**src/rtl/tt_um_mac_accelerator_on_sachin_sharma.sv**
```systemverilog
// Tiny Tapeout multiply-accumulate block: 4x4 product added into an 8-bit
// accumulator with optional two's-complement operands and saturation.
module tt_um_mac_accelerator_on_sachin_sharma (
   input  logic       clk,
   input  logic       rst,
   input  logic       ena,
   input  logic [3:0] a,
   input  logic [3:0] b,
   input  logic [7:0] uio_in,
   output logic [7:0] C,
   output logic [7:0] uio_ou,
   output logic [7:0] uio_oe
);

   logic       mac_en, clr, sat, sgn;
   logic [7:0] prod;
   logic [9:0] sum;
   logic       overflow;
   logic [7:0] sat_val;

   logic [7:0] acc_q, acc_d;
   logic       valid_q, valid_d;
   logic       ovf_q, ovf_d;
   logic       sticky_q, sticky_d;

   logic       unused_uio;

   assign mac_en     = uio_in[0];
   assign clr        = uio_in[1];
   assign sat        = uio_in[2];
   assign sgn        = uio_in[3];
   assign unused_uio = &{1'b0, uio_in[7:4]};

   // Signed mode sign-extends operands to 8 bits, so the product is already
   // sign-extended; the 10-bit sum then extends by the top bit of each term.
   always_comb begin
      if (sgn) begin
         prod     = $signed({{4{a[3]}}, a}) * $signed({{4{b[3]}}, b});
         sum      = {{2{acc_q[7]}}, acc_q} + {{2{prod[7]}}, prod};
         overflow = (sum[9:7] != 3'b000) && (sum[9:7] != 3'b111);
         sat_val  = sum[9] ? 8'h80 : 8'h7F;
      end else begin
         prod     = {4'd0, a} * {4'd0, b};
         sum      = {2'b00, acc_q} + {2'b00, prod};
         overflow = |sum[9:8];
         sat_val  = 8'hFF;
      end
   end

   // NOTE: every next-state signal gets a default first so no latch is inferred.
   always_comb begin
      acc_d    = acc_q;
      valid_d  = 1'b0;
      ovf_d    = 1'b0;
      sticky_d = sticky_q;
      if (clr) begin
         acc_d    = mac_en ? prod : 8'h00;
         valid_d  = mac_en;
         sticky_d = 1'b0;
      end else if (mac_en) begin
         acc_d    = (overflow && sat) ? sat_val : sum[7:0];
         valid_d  = 1'b1;
         ovf_d    = overflow;
         sticky_d = sticky_q | overflow;
      end
   end

   // NOTE: sequential state uses non-blocking assignments only.
   always_ff @(posedge clk) begin
      if (!rst) begin
         acc_q    <= 8'h00;
         valid_q  <= 1'b0;
         ovf_q    <= 1'b0;
         sticky_q <= 1'b0;
      end else if (ena) begin
         acc_q    <= acc_d;
         valid_q  <= valid_d;
         ovf_q    <= ovf_d;
         sticky_q <= sticky_d;
      end
   end

   assign C      = acc_q;
   assign uio_ou = {(acc_q == 8'h00), sticky_q, ovf_q, valid_q, 4'h0};
   assign uio_oe = 8'hF0;

endmodule

```
**config.mk**
```make
export PLATFORM = sky130hd
export DESIGN_NAME = tt_um_mac_accelerator_on_sachin_sharma
export DESIGN_NICKNAME = d
export VERILOG_FILES = /design/src/rtl/tt_um_mac_accelerator_on_sachin_sharma.sv
export SDC_FILE = /design/constraint.sdc
export NUM_CORES = 1
export LEC_CHECK = 0
export CORE_ASPECT_RATIO = 1.1
export CORE_UTILIZATION = 50
export CTS_CLUSTER_DIAMETER = 100
export DETAILED_ROUTE_END_ITERATION = 8
export PLACE_DENSITY = 0.79
export SLEW_MARGIN = 15
export SYNTH_ARGS = -nofsm -noshare
export SYNTH_HDL_FRONTEND = slang
export SYNTH_SLANG_ARGS = --single-unit
```
**constraint.sdc**
```tcl
create_clock -name clk -period 5.92 [get_ports clk]
set_input_delay 0.888 -clock clk [delete_from_list [all_inputs] [get_ports clk]]
set_output_delay 0.888 -clock clk [all_outputs]
set_load 0.05 [all_outputs]
```
==> flow_summary_export.csv, run 1 <==
group,metric,value,unit
finish,insertedDiodeCount,0,
worst_setup_path,path_class,"input pin to flip-flop",
worst_setup_path,setup.worst_path.start,"a[1]",
power_and_ir_drop,powerDensity,323,nW/um2
floorplanning,die_width,68.3,um
routing,via_per_inst,5.52,
finish,drive_gt1_share,10.3,%
finish,fillers,411,
global_routing,grt.met3_usage,2.27,%
floorplanning,rows,26,
worst_setup_path,cpPeakStageDelay,0.56,ns
routing,drcViolationCount,0,
clock_network,clkSinkCount,11,
routing,ant_nets,0,
worst_setup_path,rr_endpoint,"C[4]",
sta,final-hold-violation-count,0,
floorplanning,io_pins,43,
synth,syn_inst,287,
routing,first_pass_iters,4,
clock_network,cts_tree,"built",
sta,worst_slew_pin_slew,0.746,ns
clock_network,hold_buffers,0,
min_path,hp-class,"flip-flop to flip-flop",
global_routing,grt_overflow,0,
finish,fin_area,2780,um2
job,maxCapViolations,0,
sta,max_freq,181,MHz
worst_setup_path,r2r-start,"C[0]",
worst_setup_path,ff2ff_setup_slack,3.22,ns
sta,layout_min_cycle_time,5.53,ns
clock_network,ctsRootBufferMaster,"clkbuf_8",
sta,setup_violations,0,
worst_setup_path,worstSetupEndpointType,"flip-flop",
global_routing,globalRouteMet1Util,29.4,%
floorplanning,start_util,52.0,%
worst_setup_path,crit_end,"C[4]",
clock_network,cts.path.max_buffers,2,
synth,syn_avg_cell_area,8.43,um2
global_routing,top_usage_layer,"met2",
routing,drtIter0Drc,125,
place,io_buffer_count,26,
global_routing,grt_usage,22.4,%
finish,layout-area-overhead-vs-synth,14.8,%
power_and_ir_drop,switching_share,49.7,%
floorplanning,core,4650,um2
power_and_ir_drop,p_seq_share,10.6,%
worst_setup_path,cp-start-kind,"input pin",
routing,vias,2070,
finish,nNetsFinal,387,
place,post_dp_cell_area,2730,um2
floorplanning,dieArea,5120,um2
synth,synthFlopType,"dfxtp_1",
synth,yosysSeqAreaShare,9.10,%
power_and_ir_drop,p_sw,446,uW
power_and_ir_drop,power.leakage,1.33,nW
sta,skew,0.00253,ns
outcome,status,"finished, final reports clean",
place,dp_hpwl,4450,um
worst_setup_path,slowest_stage,"fa_1",
synth,syn-cell-area,2420,um2
synth,synth_warnings,0,
sta,timing_max_transition_violations_final,0,
routing,wl,5150,um
power_and_ir_drop,power_frac_clock,8.8,%
sta,maxSlewHeadroom,50.1,%
global_routing,antenna_found_initial,0,
clock_network,cts.repair.resized,0,
synth,ys_ff_latch,11,
worst_setup_path,crit_path_cell_trace,"clkdlybuf4s50_1, and2_1, inv_1, fa_1, fa_1, fa_1, inv_1, ha_1, inv_1, fa_1, inv_1, a21o_1, a21oi_1, xnor2_2, ha_1, o211a_1, nor2_1, a211o_4, buf_4, nand3b_4, o22ai_2, o21ai_1, a31oi_1",
place,gp_congestion,0.903,
sta,post-route-period-util,93.5,%
global_routing,grt_max_degree,18,
floorplanning,die_y,75.0,um
worst_setup_path,cp_max_fo,5,
power_and_ir_drop,internal_power,451,uW
routing,avgRoutedWirePerCell,13.7,um
synth,async_flop_share,0,%
worst_setup_path,arrival,5.64,ns
power_and_ir_drop,combPwrFrac,80.5,%
global_routing,use_met2,39.5,%
clock_network,htreeDepth,1,
power_and_ir_drop,peakVddDrop,0.142,mV
clock_network,clk_pin_slew,0.06,ns
clock_network,cts_made_buffers,3,
clock_network,postCtsSetupRepairBufs,0,
sta,final.setup.tns,0,ns
synth,synth-edff-count,0,
worst_setup_path,reg2reg_depth,10,
clock_network,clkLatencyLatePin,0.24,ns
synth,synth_cell_type_count,56,
sta,rsz0062_at_grt,"false",
global_routing,grt_pass1_wl,8750,um
worst_setup_path,required,6.03,ns
global_routing,first_global_vias,1961,
## final cells by class
class	count	area [um2]	share of cell area [%]
tap	56	70.1	2.52
sequential	11	220	7.92
timing repair buffer	37	343	12.3
multi-input combinational	240	2000	71.9
inverter	27	101	3.65
clock buffer	4	45.0	1.62
## worst min path at each step
| stage | startpoint | to | slack [ns] | cells past startpoint |
|---|---|---|---|---|
| after CTS | sticky_q | sticky_q | 0.46 | 2 |
| after floorplan | sticky_q | sticky_q | 0.43 | 2 |
| after detailed placement | sticky_q | sticky_q | 0.45 | 2 |
| after global placement | sticky_q | sticky_q | 0.44 | 2 |
| after global routing | sticky_q | sticky_q | 0.49 | 2 |
| final | sticky_q | sticky_q | 0.46 | 2 |
## cell usage after synthesis (4+ instances only)
library cell	number	area [um2]
nand2b_1	6	37.5
dfxtp_1	11	220
mux2i_1	4	40.0
nand3_1	4	20.0
a21o_1	5	37.5
xnor2_1	12	105
inv_1	27	101
nor3_1	6	30.0
fa_1	14	280
buf_4	15	113
nor2b_1	5	31.3
nor2_1	15	56.3
o21ai_1	7	35.0
nand2_1	13	48.8
and2_1	15	93.8
a21oi_1	21	105
o21ai_0	15	75.1
ha_1	34	425
xor2_1	5	43.8
## worst max-delay path: cells and delay by family
| kind | cells | cell delay (ns) |
|---|---|---|
| compound gates | 7 | 1.30 |
| simple gates | 3 | 0.30 |
| xor+xnor | 1 | 0.12 |
| fa+ha+maj | 6 | 2.19 |
| buf+inv | 6 | 0.85 |
## kinds of logic after synthesis
| logic type | after synthesis | share of synthesized area [%] |
|---|---|---|
| xor+xnor | 18 | 7.29 |
| other cells | 2 | 0.310 |
| compound gates | 77 | 22.9 |
| fa+ha+maj | 48 | 29.2 |
| simple gates | 79 | 18.6 |
| flops | 11 | 9.10 |
| mux | 6 | 2.59 |
| buf+inv | 46 | 10.1 |
## registers in the layout (all words and copies together) (netlist names)
register  flops
sticky_q      1
valid_q       1
ovf_q         1
C             8
## power groups by stage
stage / clock, mW / sequential, mW / combinational [mW]
after floorplan: 0 / 0.119 / 0.507
after global placement: 0 / 0.0971 / 0.704
final: 0.0791 / 0.0955 / 0.723
after detailed placement: 0 / 0.0971 / 0.719
after global routing: 0.0826 / 0.0968 / 0.797
after CTS: 0.0787 / 0.0954 / 0.723
## through the flow
step	instances	util (%)	power, mW	hold slack [ns]	worst slack (ns)
floorplan	297	-	0.626	0.434	0.808
global placement	371	58.6	0.801	0.443	0.219
detailed placement	371	58.6	0.816	0.451	0.0528
CTS	375	59.6	0.897	0.459	0.286
global route	375	59.7	0.977	0.493	0.0725
finish	375	59.7	0.897	0.457	0.387
## routing by layer
metal	vias to the layer above	routed length [um]
li1	1038	-
met2	66	2590
met5	-	0
met3	6	199
met1	960	2300
met4	0	59
## cell usage in the layout, fill, tap and decap left out, types with 2 or more instances in the layout
cell type	n
ha_1	34
mux2_2	2
o21ai_0	15
conb_1	12
nand3_1	4
o21a_1	2
a31oi_1	3
dfxtp_1	11
or4_1	2
nor2b_1	5
a21oi_2	2
and2_1	15
o211ai_1	3
nor3b_1	3
xnor2_1	11
nor3_1	6
buf_4	11
nand2_1	13
fa_1	14
clkbuf_8	3
a21oi_1	21
o21ai_1	7
nand2b_1	6
inv_1	27
o21bai_1	3
o211a_1	2
o31ai_1	2
mux2i_1	4
clkdlybuf4s50_1	26
a21o_1	5
xor2_1	5
nor2_1	15
Note: power is estimated with default switching activity, not from simulation.
==> run 2: changes to the inputs <==
--- a/config.mk
+++ b/config.mk
@@ -5,6 +5,7 @@
 export SDC_FILE = /design/constraint.sdc
 export NUM_CORES = 1
 export LEC_CHECK = 0
+export CAP_MARGIN = 20
 export CORE_ASPECT_RATIO = 1.1
 export CORE_UTILIZATION = 50
 export CTS_CLUSTER_DIAMETER = 100
==> results of run 2 <==
The final DEF is identical to that of run 1; final timing and power are the same.
